### config.mk
export PLATFORM = sky130hd
export DESIGN_NAME = uart_mmio_fifo
export DESIGN_NICKNAME = d
export VERILOG_FILES = /design/src/rtl/uart_mmio_fifo_pkg.sv /design/src/rtl/cpu6_sync_fifo.sv /design/src/rtl/uart_mmio_fifo.sv
export SDC_FILE = /design/constraint.sdc
export NUM_CORES = 1
export LEC_CHECK = 0
export CORE_AREA = 2 2 158 160
export DETAILED_ROUTE_END_ITERATION = 10
export DIE_AREA = 0 0 160 162
export PLACE_DENSITY = 0.75
export SKIP_LAST_GASP = 1
export SYNTH_ARGS = -nofsm -noshare
export SYNTH_HDL_FRONTEND = slang
export SYNTH_SLANG_ARGS = --single-unit
### constraint.sdc
create_clock -name clk -period 2.7 [get_ports clk]
set_input_delay 0.405 -clock clk [delete_from_list [all_inputs] [get_ports clk]]
set_output_delay 0.405 -clock clk [all_outputs]
set_load 0.05 [all_outputs]
### src/rtl/uart_mmio_fifo_pkg.sv
// Shared constants for the memory-mapped UART front-end: base address,
// register offsets, STATUS/CTRL bit positions and the CTRL layout.
package uart_mmio_fifo_pkg;

    localparam logic [31:0] UART_BASE_ADDR = 32'h0002_1000;

    typedef enum logic [1:0] {
        UART_DATA   = 2'd0,
        UART_STATUS = 2'd1,
        UART_CTRL   = 2'd2,
        UART_IRQ    = 2'd3
    } uart_reg_e;

    // STATUS bit positions
    localparam int unsigned ST_RX_NONEMPTY  = 0;
    localparam int unsigned ST_RX_FULL      = 1;
    localparam int unsigned ST_TX_EMPTY     = 2;
    localparam int unsigned ST_TX_FULL      = 3;
    localparam int unsigned ST_RX_OVERRUN   = 4;
    localparam int unsigned ST_TX_DROP      = 5;
    localparam int unsigned ST_RX_COUNT_LSB = 8;
    localparam int unsigned ST_TX_COUNT_LSB = 16;

    // CTRL bit positions
    localparam int unsigned CTRL_RX_IE       = 0;
    localparam int unsigned CTRL_TX_EMPTY_IE = 1;
    localparam int unsigned CTRL_ERR_IE      = 2;
    localparam int unsigned CTRL_THRESH_LSB  = 8;

    typedef struct packed {
        logic [7:0] rx_thresh;
        logic       err_ie;
        logic       tx_empty_ie;
        logic       rx_ie;
    } uart_ctrl_t;

    // A programmed threshold of zero behaves as one.
    function automatic logic [7:0] eff_thresh(input logic [7:0] t);
        return (t == 8'd0) ? 8'd1 : t;
    endfunction

endpackage

### src/rtl/cpu6_sync_fifo.sv
// Single-clock FIFO with registered count; head is the oldest entry
// (zero when empty). A push into a full FIFO is accepted only when a pop
// happens in the same cycle.
module cpu6_sync_fifo #(
    parameter int unsigned WIDTH = 8,
    parameter int unsigned DEPTH = 16,
    localparam int unsigned CW = $clog2(DEPTH + 1),
    localparam int unsigned PW = $clog2(DEPTH)
) (
    input  logic             clk,
    input  logic             reset,
    input  logic             push,
    input  logic             pop,
    input  logic [WIDTH-1:0] din,
    output logic [WIDTH-1:0] head,
    output logic [CW-1:0]    count,
    output logic             full,
    output logic             empty
);

    logic [WIDTH-1:0] mem [DEPTH];
    logic [PW-1:0]    wr_ptr;
    logic [PW-1:0]    rd_ptr;
    logic             do_push;
    logic             do_pop;

    assign full    = (count == CW'(DEPTH));
    assign empty   = (count == '0);
    assign do_pop  = pop & ~empty;
    assign do_push = push & (~full | do_pop);
    assign head    = empty ? '0 : mem[rd_ptr];

    // Storage write; contents are discarded on reset via the pointers.
    always_ff @(posedge clk) begin
        if (do_push) begin
            mem[wr_ptr] <= din;
        end
    end

    // Pointer and occupancy bookkeeping, wrapping modulo DEPTH.
    always_ff @(posedge clk) begin
        if (reset) begin
            wr_ptr <= '0;
            rd_ptr <= '0;
            count  <= '0;
        end else begin
            if (do_push) wr_ptr <= wr_ptr + PW'(1);
            if (do_pop)  rd_ptr <= rd_ptr + PW'(1);
            case ({do_push, do_pop})
                2'b10:   count <= count + CW'(1);
                2'b01:   count <= count - CW'(1);
                default: count <= count;
            endcase
        end
    end

endmodule

### src/rtl/uart_mmio_fifo.sv
// Memory-mapped UART front-end: TX/RX FIFOs, STATUS with sticky error
// bits, CTRL with interrupt enables and RX threshold, registered level irq.
module uart_mmio_fifo
    import uart_mmio_fifo_pkg::*;
#(
    parameter int unsigned XLEN     = 32,
    parameter int unsigned TX_DEPTH = 16,
    parameter int unsigned RX_DEPTH = 16
) (
    input  logic            clk,
    input  logic            reset,
    input  logic            sel,
    input  logic [1:0]      addr,
    input  logic            wr_en,
    input  logic            rd_en,
    input  logic [XLEN-1:0] wdata,
    output logic [XLEN-1:0] rdata,
    output logic            irq,
    output logic [7:0]      tx_data,
    output logic            tx_data_valid,
    input  logic            tx_data_ack,
    input  logic [7:0]      rx_data,
    input  logic            rx_data_fresh
);

    localparam int unsigned TXCW = $clog2(TX_DEPTH + 1);
    localparam int unsigned RXCW = $clog2(RX_DEPTH + 1);

    uart_reg_e        reg_sel;
    uart_ctrl_t       ctrl;
    logic             rx_overrun;
    logic             tx_drop;

    logic             tx_push, tx_pop, tx_full, tx_empty;
    logic [TXCW-1:0]  tx_count;
    logic             rx_push, rx_pop, rx_full, rx_empty;
    logic [RXCW-1:0]  rx_count;
    logic [7:0]       rx_head;

    logic [7:0]       tx_count8, rx_count8;
    logic             wr_data, wr_status, wr_ctrl;
    logic             tx_drop_set, rx_overrun_set;
    logic [2:0]       pend;
    logic [31:0]      status_word;

    assign reg_sel   = uart_reg_e'(addr);
    assign wr_data   = sel & wr_en & (reg_sel == UART_DATA);
    assign wr_status = sel & wr_en & (reg_sel == UART_STATUS);
    assign wr_ctrl   = sel & wr_en & (reg_sel == UART_CTRL);

    assign tx_push       = wr_data;
    assign tx_pop        = tx_data_valid & tx_data_ack;
    assign tx_data_valid = ~tx_empty;
    assign rx_push       = rx_data_fresh;
    assign rx_pop        = sel & rd_en & (reg_sel == UART_DATA) & ~rx_empty;

    assign tx_drop_set    = tx_push & tx_full & ~tx_pop;
    assign rx_overrun_set = rx_push & rx_full & ~rx_pop;

    cpu6_sync_fifo #(.WIDTH(8), .DEPTH(TX_DEPTH)) u_tx_fifo (
        .clk   (clk),
        .reset (reset),
        .push  (tx_push),
        .pop   (tx_pop),
        .din   (wdata[7:0]),
        .head  (tx_data),
        .count (tx_count),
        .full  (tx_full),
        .empty (tx_empty)
    );

    cpu6_sync_fifo #(.WIDTH(8), .DEPTH(RX_DEPTH)) u_rx_fifo (
        .clk   (clk),
        .reset (reset),
        .push  (rx_push),
        .pop   (rx_pop),
        .din   (rx_data),
        .head  (rx_head),
        .count (rx_count),
        .full  (rx_full),
        .empty (rx_empty)
    );

    // Zero-extend the FIFO counts into their 8-bit STATUS fields.
    always_comb begin
        tx_count8 = '0;
        rx_count8 = '0;
        tx_count8[TXCW-1:0] = tx_count;
        rx_count8[RXCW-1:0] = rx_count;
    end

    // Interrupt pending terms from the current state.
    always_comb begin
        pend    = '0;
        pend[0] = (rx_count8 >= eff_thresh(ctrl.rx_thresh));
        pend[1] = tx_empty;
        pend[2] = rx_overrun | tx_drop;
    end

    // CTRL register and sticky error bits; a set beats a same-cycle W1C.
    always_ff @(posedge clk) begin
        if (reset) begin
            ctrl       <= '0;
            rx_overrun <= 1'b0;
            tx_drop    <= 1'b0;
        end else begin
            if (wr_ctrl) begin
                ctrl.rx_ie       <= wdata[CTRL_RX_IE];
                ctrl.tx_empty_ie <= wdata[CTRL_TX_EMPTY_IE];
                ctrl.err_ie      <= wdata[CTRL_ERR_IE];
                ctrl.rx_thresh   <= wdata[CTRL_THRESH_LSB +: 8];
            end
            rx_overrun <= rx_overrun_set |
                          (rx_overrun & ~(wr_status & wdata[ST_RX_OVERRUN]));
            tx_drop    <= tx_drop_set |
                          (tx_drop & ~(wr_status & wdata[ST_TX_DROP]));
        end
    end

    // Registered level interrupt, one cycle behind the state it reflects.
    always_ff @(posedge clk) begin
        if (reset) begin
            irq <= 1'b0;
        end else begin
            irq <= |(pend & {ctrl.err_ie, ctrl.tx_empty_ie, ctrl.rx_ie});
        end
    end

    // STATUS word assembly.
    always_comb begin
        status_word = '0;
        status_word[ST_RX_NONEMPTY] = ~rx_empty;
        status_word[ST_RX_FULL]     = rx_full;
        status_word[ST_TX_EMPTY]    = tx_empty;
        status_word[ST_TX_FULL]     = tx_full;
        status_word[ST_RX_OVERRUN]  = rx_overrun;
        status_word[ST_TX_DROP]     = tx_drop;
        status_word[ST_RX_COUNT_LSB +: 8] = rx_count8;
        status_word[ST_TX_COUNT_LSB +: 8] = tx_count8;
    end

    // Combinational read mux; zero when not selected.
    always_comb begin
        rdata = '0;
        if (sel) begin
            case (reg_sel)
                UART_DATA:   rdata[7:0]  = rx_head;
                UART_STATUS: rdata[31:0] = status_word;
                UART_CTRL: begin
                    rdata[CTRL_RX_IE]            = ctrl.rx_ie;
                    rdata[CTRL_TX_EMPTY_IE]      = ctrl.tx_empty_ie;
                    rdata[CTRL_ERR_IE]           = ctrl.err_ie;
                    rdata[CTRL_THRESH_LSB +: 8]  = ctrl.rx_thresh;
                end
                UART_IRQ:    rdata[2:0]  = pend;
                default:     rdata       = '0;
            endcase
        end
    end

endmodule

* After elaboration in Yosys (flattened, before gate mapping) *
Memory sizes are Yosys's and may differ from the RTL's. A register that Yosys moved wholly into a read port is not among the register bits.
Index checks and enable logic that the tools add are counted.

word-level totals
  register bits = 40
  output and inout bits = 42
  word-level logic and storage cells = 92
  memory bits (writable) = 256
  bits of input ports = 49
  memories = 2

cells by class
  order comparisons = 1
  reduce and logical (&&, ||, !) cells = 7
  add/subtract/negate cells = 8
  equality and inequality tests = 9
  multiplexer cells = 18
  bitwise operators = 34

memories
  memory         depth  bits a word  rd ports  clocked after memory_dff  wr ports  line                  source
  u_rx_fifo.mem  16     8            1         1                         1         cpu6_sync_fifo.sv:21  logic [WIDTH-1:0] mem [DEPTH];
  u_tx_fifo.mem  16     8            1         1                         1         cpu6_sync_fifo.sv:21

operators by type and width
  kind                   number
  $pmux W5 S2            3
  $mux W8                3
  $mux W21               1
  $and A1 B1 Y1          20
  $add A4 B1 Y4 const B  4
  $mux W4                4
  $pmux W8 S2            1
  $pmux W3 S4            1
  $add A5 B1 Y5 const B  2
  $eq A5 B5 Y1 const B   2
  $logic_not A5 Y1       2
  $sub A5 B1 Y5 const B  2
  $eq A2 B2 Y1 const B   4
  $ge A5 B8 Y1           1
  $logic_not A8 Y1       1
  $not A1 Y1             8
  $eq A2 B1 Y1 const B   3
  $mux W5                1
  $or A1 B1 Y1           5
  $mux W1                4
  $reduce_bool A2 Y1     2
  $and A3 B3 Y3          1
  $reduce_or A3 Y1       1
  $logic_not A2 Y1       1

* Logic depth before layout (Yosys ltp) *
  depth in word-level cells = 8
  gate-level depth with buffers = 13
  mapped depth without buffers = 13

* Hierarchy *
Synthesis repeated with hierarchy kept, for this count alone.

unflattened totals
  cells, all modules = 820
  area, all modules = 13071.3 um^2

modules (own cells, without submodules)
  module          cells an instance  sequential area each (um^2)  instances  area each (um^2)
  cpu6_sync_fifo  332                4184.0                       2          5964.5
  uart_mmio_fifo  156                280.3                        1          1142.3

* Worst setup path after synthesis *
Ideal clock, no wire load.

  path type = register to output
  from = reg with a tool-made name
  to = out rdata[7]
  path buffers = 3
  setup slack = -358 ps
  arrival time = 2653 ps
  stages on the path, launching flop included = 7
  required time = 2295 ps
  path through = dfxtp_1 > buf_6 > buf_6 > buf_4 > mux4_2 > o22ai_1 > nor4_1

RTL lines
  what       line                  source
  to (decl)  uart_mmio_fifo.sv:17  output logic [XLEN-1:0] rdata,

* Worst setup path in the final report *
  from = reg ctrl[9] in the netlist's numbering
  to = out rdata[0]

between the ends
  longest elaborated chain between the ends = 5

ends and longest elaborated chain
  what              line                      source
  from (decl)       uart_mmio_fifo.sv:30      uart_ctrl_t ctrl;
  $logic_not A8 Y1  uart_mmio_fifo_pkg.sv:39  return (t == 8'd0) ? 8'd1 : t;
  $mux W8 (*)       uart_mmio_fifo_pkg.sv:39
  $ge A5 B8 Y1 (*)  uart_mmio_fifo.sv:95      pend[0] = (rx_count8 >= eff_thresh(ctrl.rx_thresh));
  $pmux W3 S4 (*)   uart_mmio_fifo.sv:146     case (reg_sel)
  $mux W21 (*)      uart_mmio_fifo.sv:145     if (sel) begin

Mark *: on every way between the ends. The rest lies on a longest branch, timed or not.

==> results.tsv <==
metric	value	unit
syn avg cell area	16.40	sq um
Worst setup EP type	output pin	
internal reg-to-reg setup slack	0.01	ns
Yosys top cell area share	60.65	%
Netlist cell types	56	
number of synthesized flops with an enable pin	256	
clk root buf	clkbuf_16	
ANT nets after route	0	
Yosys warning total	0	
sequential share of the synthesized area	68.23	%
placed insts	1207	
Lkg Pwr	5.515	nW
port bufs	63	
placed inst area	0.01458	sq mm
Initial Utilization	52.58	%
top routing layer used	met4	
worst hold path type	primary input to flip-flop	
H-tree levels	1	
Async SR Flop Fraction	0	%
synthesized flop and latch total	304	
Layout area overhead	28.35	%
Tot Pwr	0.01209	W
CTS tree	done	
crit-path max FO	2	
vias in the first global route	7670	
reg2reg end	u_tx_fifo.count[4]$_SDFFE_PP0P_	
hold_ws	0.3968	ns
post-route minimum period	2.934	ns
Max clock buf depth	3	
# DRC	0	
commonest cells in the netlist	edfxtp_1 (256), mux4_2 (63), nor2_1 (60)	
first-pass iteration count of the detailed router	5	
Final Hold Fails	0	
Non-Filler Instances	1288	
Synth Flop Type	edfxtp_1	
routability cong.	0.8358	
Max Cap Viol	0	
most frequent cell after synthesis	edfxtp_1	
global-route wire length before repair	44.40	mm
Die Ht	162	um
Reg clk slew, reported paths	0.06	ns
mapped cell area	0.01268	sq mm
vias post-DR	7396	
largest net degree at the start of global routing	36	
crit path kind	flip-flop to output pin	
worst ir drop on vdd	0.0006892	V
achievable frequency	340.8	MHz
Worst Setup SP	ctrl[9]$_SDFFE_PP0P_	
met1 wire length	11.45	mm
Post-layout nets	1021	
initial antenna violation count	0	
Setup crit start kind	flip-flop	
final WL	28.71	mm
clock skew	0.01055	ns
Synth area leaders	edfxtp_1 (61%), mux4_2 (11%), dfxtp_1 (7.6%), ha_1 (2.6%), mux2i_1 (2.1%)	
# hold bufs at CTS	0	
layout cells sized above 1	34.34	%
WL per Instance	22.29	um
FP Rows	57	
CTS sink count	304	
vias per inst	5.742	
grt ovf	0	
worst r2r src	u_tx_fifo.count[0]$_SDFFE_PP0P_	
part of the cycle the worst path needs	108.7	%
worst reg2reg path depth	12	
Final Max Slew Viols	0	
fin area	0.01627	sq mm
HPWL after DPL	17.52	mm
CP arrival	2.53	ns
Post-Place Worst Slack	-0.4377	ns
Slew HR	44.13	%
DIE AREA	0.02592	sq mm
violated checks	negative setup slack	
CP Capture Point	rdata[0]	
met2 WL	15.08	mm
Skew-Pair Late Insertion Delay	0.55	ns
leading area contributor after synthesis	edfxtp_1	
RSZ-0062 raised after global routing	true	
cts bufs inserted	30	
Final Setup Violations	5	
DIE WIDTH	160	um
Met3 Wirelength	1.482	mm
Slew @ Worst Pin	0.8354	ns
status	complete, but fails checks	
DR iter-0 viols	643	
PnR worst setup slack	-0.2343	ns
Core Region	0.02411	sq mm
GRT Total Usage	22.55	%
I/O pin total	91	
Syn Inst Count	773	
Worst EP required	2.30	ns
Cell Pwr Density	743.1	mW/mm^2
diodes inserted	0	
flip-flops by register name (all words and copies together), names as in the netlist, named ones only:
signal,count
u_rx_fifo.rd_ptr,4
u_tx_fifo.mem,128
u_tx_fifo.rd_ptr,4
irq,1
u_rx_fifo.mem,128
u_tx_fifo.count,5
tx_drop,1
u_rx_fifo.wr_ptr,4
u_tx_fifo.wr_ptr,4
rx_overrun,1
ctrl,11
u_rx_fifo.count,5
stage by stage:
stage	TNS, ns	utilization, %
finish	-0.7333	67.49
global route	-1.430	67.49
CTS	-0.8767	66.61
detailed placement	-1.776	60.50
global placement	-1.129	60.50
floorplan	0	-
cell usage in the layout, fill, tap and decap left out, drive strengths merged, types with 27 or more instances in the layout:
cell / instances
edfxtp: 256
buf: 143
mux4: 65
nor2: 60
dfxtp: 48
nand2: 46
clkbuf: 36
clkdlybuf4s50: 33
inv: 28
a21oi: 27
cell type report:
type | instances | area [sq um]
well taps | 324 | 405.4
flip-flops and latches | 304 | 8670
clock inverters | 17 | 209.0
clock buffers | 35 | 790.8
repair buffers | 179 | 2036
inverters | 27 | 103.9
fillers | 1555 | 7836
multi-input cells | 402 | 4055
worst max-delay path, cell delays in order, from the launching register on:
cell	delay (ns)
dfxtp_2	0.33
nor3_4	0.20
a41o_1	0.17
ha_1	0.22
nand2b_4	0.15
a2111oi_4	0.28
o21bai_1	0.15
a31oi_1	0.18
o22ai_1	0.09
buf_4	0.20
per-layer routing:
metal	vias to the layer above	global-route usage (%)
met2	262	40.48
li1	3303	-
met5	-	0
met4	0	6.143
met3	57	3.320
met1	3774	28.97
power breakdown:
group | internal [W] | switching, W | total, W
clock | 0.00255 | 0.00166 | 0.00421
combinational | 0.00130 | 0.00135 | 0.00265
sequential | 0.00516 | 0.0000642 | 0.00523
how the worst min path moves through the flow:
stage                                  endpoint  cells after the start  slack [ns]                   from
after floorplan           rx_overrun$_SDFF_PP0_                      2        0.44  rx_overrun$_SDFF_PP0_
final                      ctrl[7]$_SDFFE_PP0P_                      3        0.40              wdata[12]
after CTS                  ctrl[7]$_SDFFE_PP0P_                      3        0.38              wdata[12]
after detailed placement   ctrl[9]$_SDFFE_PP0P_                      2        0.47   ctrl[9]$_SDFFE_PP0P_
after global routing       ctrl[7]$_SDFFE_PP0P_                      3        0.40              wdata[12]
after global placement    ctrl[10]$_SDFFE_PP0P_                      2        0.45  ctrl[10]$_SDFFE_PP0P_
cell families after synthesis:
group	Yosys count	synth area share, %
xor+xnor	17	1.175
simple gates	177	6.643
compound gates	71	3.800
buf+inv	77	2.961
other cells	1	0.02958
fa+ha+maj	28	2.882
flops	304	68.23
mux	98	14.28
repair_timing:
action / in CTS / in global routing
resized for setup: 47 / 41
cloned: 5 / 1
setup buffers: 19 / 6
pin swaps: 13 / 11
setup endpoints to repair: 16 / 18
hold endpoints to repair: 0 / 0
Note: power is estimated with default switching activity, not from simulation.
